==> config.mk <==
export PLATFORM = sky130hd
export DESIGN_NAME = qsn_syndrome_check
export DESIGN_NICKNAME = d
export VERILOG_FILES = /design/src/rtl/ldpc_pkg.sv /design/src/rtl/popcount_z.sv /design/src/rtl/qsn_syndrome_check.sv
export SDC_FILE = /design/constraint.sdc
export NUM_CORES = 1
export LEC_CHECK = 0
export BUFFER_PORTS_ARGS = -buffer_cell sky130_fd_sc_hd__buf_2
export CORE_UTILIZATION = 55
export CTS_BUF_LIST = sky130_fd_sc_hd__clkbuf_8 sky130_fd_sc_hd__clkbuf_16
export DETAILED_ROUTE_END_ITERATION = 10
export PLACE_DENSITY_LB_ADDON = 0.25
export RECOVER_POWER = 25
export SETUP_SLACK_MARGIN = 0.1
export SYNTH_ARGS = -nofsm -noshare
export SYNTH_HDL_FRONTEND = slang
export SYNTH_SLANG_ARGS = --single-unit
==> constraint.sdc <==
create_clock -name clk -period 9.73 [get_ports clk]
set_clock_uncertainty 0.15 [all_clocks]
set_input_delay 2.4325 -clock clk [delete_from_list [all_inputs] [get_ports clk]]
set_output_delay 2.4325 -clock clk [all_outputs]
set_load 0.05 [all_outputs]
==> src/rtl/ldpc_pkg.sv <==
// Shared LDPC decoder constants: lifting factor, base-matrix limits and derived widths.
// Latency: n/a (declarations only).
// Backpressure: n/a.
// Contents: LiftingFactor (QSN width), MaxRows/MaxDeg (base-matrix dimensions),
//           derived widths, and the syndrome-checker state enum.
package ldpc_pkg;

  localparam int LiftingFactor = 4;
  localparam int MaxRows       = 8;
  localparam int MaxDeg        = 8;

  localparam int RowIdxW = $clog2(MaxRows);
  localparam int CntW    = $clog2(MaxRows * LiftingFactor + 1);
  // Degree counter must be able to represent MaxDeg itself to detect a 9th beat.
  localparam int DegW    = $clog2(MaxDeg + 1);
  localparam int PopW    = $clog2(LiftingFactor + 1);

  typedef enum logic [0:0] {
    ACCUM  = 1'b0,
    REPORT = 1'b1
  } syn_state_t;

endpackage

==> src/rtl/popcount_z.sv <==
// Combinational population count of a W-bit vector.
// Latency: 0 cycles (pure combinational).
// Backpressure: n/a.
// Ports: vec (W-bit input vector), count (number of set bits in vec).
module popcount_z #(
  parameter int W  = 4,
  parameter int CW = $clog2(W + 1)
) (
  input  logic [W-1:0]  vec,
  output logic [CW-1:0] count
);

  always_comb begin
    count = '0;
    for (int i = 0; i < W; i++) begin
      count = count + CW'(vec[i]);
    end
  end

endmodule

==> src/rtl/qsn_syndrome_check.sv <==
// XOR-accumulates rotated QSN vectors per base-matrix row into row syndromes and frame pass/fail.
// Latency: row/frame results 1 cycle after the accepting edge; next frame accepted 2 cycles after last beat.
// Backpressure: in_ready drops for one REPORT cycle after each frame; result pulses cannot be stalled.
// Ports: clk/rst (sync, active-high); in_valid/in_ready/in_bits/in_last_row/in_last_frame beat input;
//        row_valid/row_syndrome/row_idx per-row result; frame_valid/frame_pass/frame_unsat/frame_overflow per frame.
module qsn_syndrome_check
  import ldpc_pkg::*;
(
  input  logic                     clk,
  input  logic                     rst,
  input  logic                     in_valid,
  output logic                     in_ready,
  input  logic [LiftingFactor-1:0] in_bits,
  input  logic                     in_last_row,
  input  logic                     in_last_frame,
  output logic                     row_valid,
  output logic [LiftingFactor-1:0] row_syndrome,
  output logic [RowIdxW-1:0]       row_idx,
  output logic                     frame_valid,
  output logic                     frame_pass,
  output logic [CntW-1:0]          frame_unsat,
  output logic                     frame_overflow
);

  syn_state_t state, state_nxt;

  logic [LiftingFactor-1:0] acc;
  logic [LiftingFactor-1:0] row_syn;
  logic [DegW-1:0]          deg;
  logic [RowIdxW-1:0]       row_cnt;
  logic [CntW-1:0]          unsat;
  logic [CntW-1:0]          unsat_nxt;
  logic [CntW:0]            unsat_sum;
  logic [PopW-1:0]          row_pop;
  logic                     ovf;
  logic                     ovf_nxt;
  logic                     deg_ovf;
  logic                     row_ovf;
  logic                     accept;
  logic                     row_end;

  assign accept  = in_valid && in_ready;
  // A frame end always closes the current row.
  assign row_end = in_last_row || in_last_frame;
  assign row_syn = acc ^ in_bits;

  popcount_z #(
    .W  (LiftingFactor),
    .CW (PopW)
  ) u_popcount (
    .vec   (row_syn),
    .count (row_pop)
  );

  // One spare bit catches the carry; saturate instead of wrapping.
  assign unsat_sum = {1'b0, unsat} + (CntW+1)'(row_pop);
  assign unsat_nxt = unsat_sum[CntW] ? '1 : unsat_sum[CntW-1:0];

  // A beat arriving while deg already sits at MaxDeg is the (MaxDeg+1)th of the row.
  assign deg_ovf = (deg == DegW'(MaxDeg));
  // Closing the last allowed row without ending the frame guarantees a further
  // row will follow (rows are never empty), so the row limit is exceeded.
  assign row_ovf = row_end && !in_last_frame && (row_cnt == RowIdxW'(MaxRows - 1));
  assign ovf_nxt = ovf || deg_ovf || row_ovf;

  always_ff @(posedge clk) begin
    if (rst) begin
      state <= ACCUM;
    end else begin
      state <= state_nxt;
    end
  end

  always_comb begin
    state_nxt = state;
    in_ready  = 1'b0;
    case (state)
      ACCUM: begin
        in_ready = 1'b1;
        if (accept && in_last_frame) begin
          state_nxt = REPORT;
        end
      end
      REPORT: begin
        state_nxt = ACCUM;
      end
      default: begin
        state_nxt = ACCUM;
      end
    endcase
  end

  always_ff @(posedge clk) begin
    if (rst) begin
      acc            <= '0;
      deg            <= '0;
      row_cnt        <= '0;
      unsat          <= '0;
      ovf            <= 1'b0;
      row_valid      <= 1'b0;
      row_syndrome   <= '0;
      row_idx        <= '0;
      frame_valid    <= 1'b0;
      frame_pass     <= 1'b0;
      frame_unsat    <= '0;
      frame_overflow <= 1'b0;
    end else begin
      row_valid   <= 1'b0;
      frame_valid <= 1'b0;

      // Frame-scoped counters clear as the single REPORT cycle ends.
      if (state == REPORT) begin
        row_cnt <= '0;
        unsat   <= '0;
        ovf     <= 1'b0;
      end

      if (accept) begin
        ovf <= ovf_nxt;
        if (row_end) begin
          acc          <= '0;
          deg          <= '0;
          unsat        <= unsat_nxt;
          row_valid    <= 1'b1;
          row_syndrome <= row_syn;
          row_idx      <= row_cnt;
          // Hold at the last index so row_idx saturates instead of wrapping.
          if (row_cnt != RowIdxW'(MaxRows - 1)) begin
            row_cnt <= row_cnt + 1'b1;
          end
        end else begin
          acc <= row_syn;
          if (!deg_ovf) begin
            deg <= deg + 1'b1;
          end
        end

        if (in_last_frame) begin
          frame_valid    <= 1'b1;
          frame_unsat    <= unsat_nxt;
          frame_overflow <= ovf_nxt;
          frame_pass     <= (unsat_nxt == '0) && !ovf_nxt;
        end
      end
    end
  end

endmodule
==> flow_summary_export.csv <==
group,metric,value,unit
power,cellLeakagePower,0.000794,µW
routing,num_vias,1427,
clock_tree,tritoncts,"done",
clock_tree,clkLatencyLatePin,0.28,ns
final_layout,seqCellArea,721,µm²
global_routing,overflow,0,
power,ir_worst_vdd,0.000107,V
worst_setup_path,worst_r2r_startpoint,"acc[0]$_SDFFE_PP0P_",
final_layout,stdcell_count,263,
clock_tree,cts.path.max_buffers,2,
clock_tree,clk_pin_slew,0.07,ns
placement,placed_cells,256,
clock_tree,cts-root-buf,"clkbuf_8",
worst_setup_path,reg2reg_depth,13,
final_layout,area_growth,11.5,%
power,power.total,317,µW
floorplan,start_util,57.7,%
global_routing,grt_max_degree,24,
sta,maxSlewHeadroom,32.2,%
final_layout,final_util,64.3,%
synthesis,yosys.area.top_type_share,41.3,%
run,maxCapViolations,0,
clock_tree,htreeDepth,2,
synthesis,synth_top_area_cell,"dfxtp_1",
worst_hold_path,worst_hold_path_type,"reg2reg",
synthesis,synthDistinctLibCells,43,
floorplan,core,3030,µm²
sta,drv_slew,0,
worst_setup_path,start_kind,"primary input",
routing,wire_per_inst,13.1,µm
placement,portBuffers,26,
clock_tree,cts_resized,0,
synthesis,ys_ff_latch,36,
global_routing,grt_pass1_vias,1360,
synthesis,synth-edff-count,0,
worst_hold_path,min_path_cells,2,
placement,hpwl,2640,µm
worst_hold_path,min_to,"frame_unsat[2]$_SDFFE_PP0P_",
synthesis,async_flop_share,0,%
final_layout,num_antenna_cells,0,
clock_tree,numCtsBuffers,5,
floorplan,pin_count,27,
sta,finalHoldViolCount,0,
synthesis,ys_seq_area_share,41.3,%
routing,ant_nets,0,
sta,setup_viol,0,
clock_tree,post_cts_buffers,0,
synthesis,ys.flop_type,"dfxtp_1",
final_layout,fin_nets,239,
floorplan,die_h,58.4,µm
sta,worstMarginPinSlew,1.02,ns
synthesis,syn-num-nets,213,
sta,fin_crit,5.03,ns
synthesis,synth.cell_area,1750,µm²
floorplan,die_w,58.4,µm
worst_setup_path,required,9.78,ns
synthesis,avgSynthCellArea,9.05,µm²
sta,fin_tns_setup,0,ns
routing,drt-total-wl,3450,µm
worst_setup_path,worstPathMaxFanout,4,
routing,drcViolationCount,0,
worst_setup_path,cp.arrival,5.08,ns
sta,max_freq,0.199,GHz
placement,gp_congestion,0.907,
synthesis,synth_area_leaders,"dfxtp_1, ha_1, nor2_1",
routing,vias_per_cell,5.43,
worst_setup_path,rrSetupSlack,6.60,ns
routing,drt_iter0_drc,58,
final_layout,drive_gt1_share,16.9,%
worst_setup_path,timing.rr.end,"frame_unsat[5]$_SDFFE_PP0P_",
floorplan,dieArea,3410,µm²
clock_tree,clkSinkCount,36,
global_routing,antenna_found_initial,0,
routing,firstDrtPassIters,4,
synthesis,synth-warning-count,0,
outcome,status,"completed",
global_routing,grt_use_total,23.1,%
sta,fin_crit_sh,51.7,%
synthesis,synth_most_common_cell,"dfxtp_1",
power,power.density,163,nW/µm²
final_layout,fill_cells,297,
final_layout,multi_input_area,935,µm²
global_routing,grt_pass1_wl,5920,µm
synthesis,syn_inst,193,
worst_setup_path,cp-end-kind,"flop",
worst_hold_path,min-delay-start,"frame_unsat[2]$_SDFFE_PP0P_",
synthesis,ys_top_cells_by_count,"dfxtp_1, nor2_1, nand2_1",
sta,rsz0062_at_grt,"no",
worst_setup_path,path_class,"in2reg",
floorplan,row_count,20,
clock_tree,ctsHoldBuffers,0,
## layout by cell type (no fill, tap or decap), types with 2 or more instances in the layout
cell type,n
a22o_2,5
dfxtp_1,36
nand2_1,18
clkbuf_8,5
buf_2,16
fa_1,2
clkbuf_1,10
a22o_1,2
and2_2,2
inv_1,12
a211oi_1,3
a21oi_1,14
xor2_1,3
o21ai_1,2
nor2_1,21
nor2b_1,3
nor3b_1,5
mux2i_1,3
xnor2_1,4
ha_1,9
o21ai_0,10
nand3b_1,7
nand4_1,2
or2_2,2
nor3_1,6
## through the flow
step                      hold slack, ns  setup WS, ns  instance area, µm²
after floorplan                    0.279          4.74                1750
after global placement             0.296          4.52                1880
after detailed placement           0.304          4.41                1880
after CTS                          0.324          4.70                1960
after global routing               0.354          4.49                1950
final                              0.319          4.70                1950
## cells by family (layout without fill, tap and decap cells)
group | after synthesis | after routing | share of synthesized area [%]
simple gates | 75 | 75 | 23.1
xor+xnor | 7 | 7 | 3.51
fa+ha+maj | 11 | 11 | 8.74
mux | 3 | 3 | 1.72
flops | 36 | 36 | 41.3
compound gates | 43 | 43 | 16.4
buf+inv | 18 | 44 | 5.23
## per-layer routing
layer / GRT usage [%] / vias to the layer above / share of wire [%]
li1: - / 717 / -
met1: 28.2 / 681 / 45
met2: 39.1 / 23 / 51
met3: 4.84 / 6 / 2.7
met4: 10.5 / 0 / 1.5
met5: 0 / - / 0
## flip-flops by register name, summed over array words and instances (netlist names)
| signal | flops |
|---|---|
| deg | 4 |
| row_valid | 1 |
| row_syndrome | 4 |
| frame_valid | 1 |
| row_cnt | 3 |
| frame_overflow | 1 |
| frame_pass | 1 |
| acc | 4 |
| row_idx | 3 |
| frame_unsat | 6 |
| unsat | 6 |
| state | 1 |
| ovf | 1 |
## worst max-delay path, cell delays in order
cell,delay [ns]
buf_2,0.10
xor2_1,0.21
ha_1,0.27
inv_1,0.08
fa_1,0.41
inv_1,0.06
ha_1,0.15
inv_1,0.07
fa_1,0.46
nand4_1,0.12
nor4b_1,0.06
nor3_1,0.41
nand2_1,0.10
a21oi_1,0.15
## power breakdown
part           switching (µW)  total, µW  internal (µW)
logic                    41.6       62.1           20.4
clock network            49.6       97.1           47.5
registers                4.13        158            154
## cell type report
| cell class | count | area share [%] |
|---|---|---|
| Timing Repair Buffer | 26 | 6.04 |
| Clock inverter | 2 | 0.450 |
| Sequential cell | 36 | 37.0 |
| Tap cell | 44 | 2.83 |
| Inverter | 11 | 2.12 |
| Multi-Input combinational cell | 139 | 48.0 |
| Clock buffer | 5 | 3.53 |
## worst max path at each step
stage,startpoint,to,slack (ns),cells past startpoint
5_1_grt,in_bits[0],frame_unsat[5]$_SDFFE_PP0P_,4.49,14
3_5_place_dp,in_bits[1],frame_unsat[5]$_SDFFE_PP0P_,4.41,14
6_report,in_bits[0],frame_unsat[5]$_SDFFE_PP0P_,4.70,14
2_1_floorplan,in_bits[0],frame_unsat[1]$_SDFFE_PP0P_,4.74,12
4_1_cts,in_bits[1],frame_unsat[5]$_SDFFE_PP0P_,4.70,14
3_3_place_gp,in_bits[0],frame_pass$_SDFFE_PP0P_,4.52,14
Note: power is estimated with default switching activity, not from simulation.
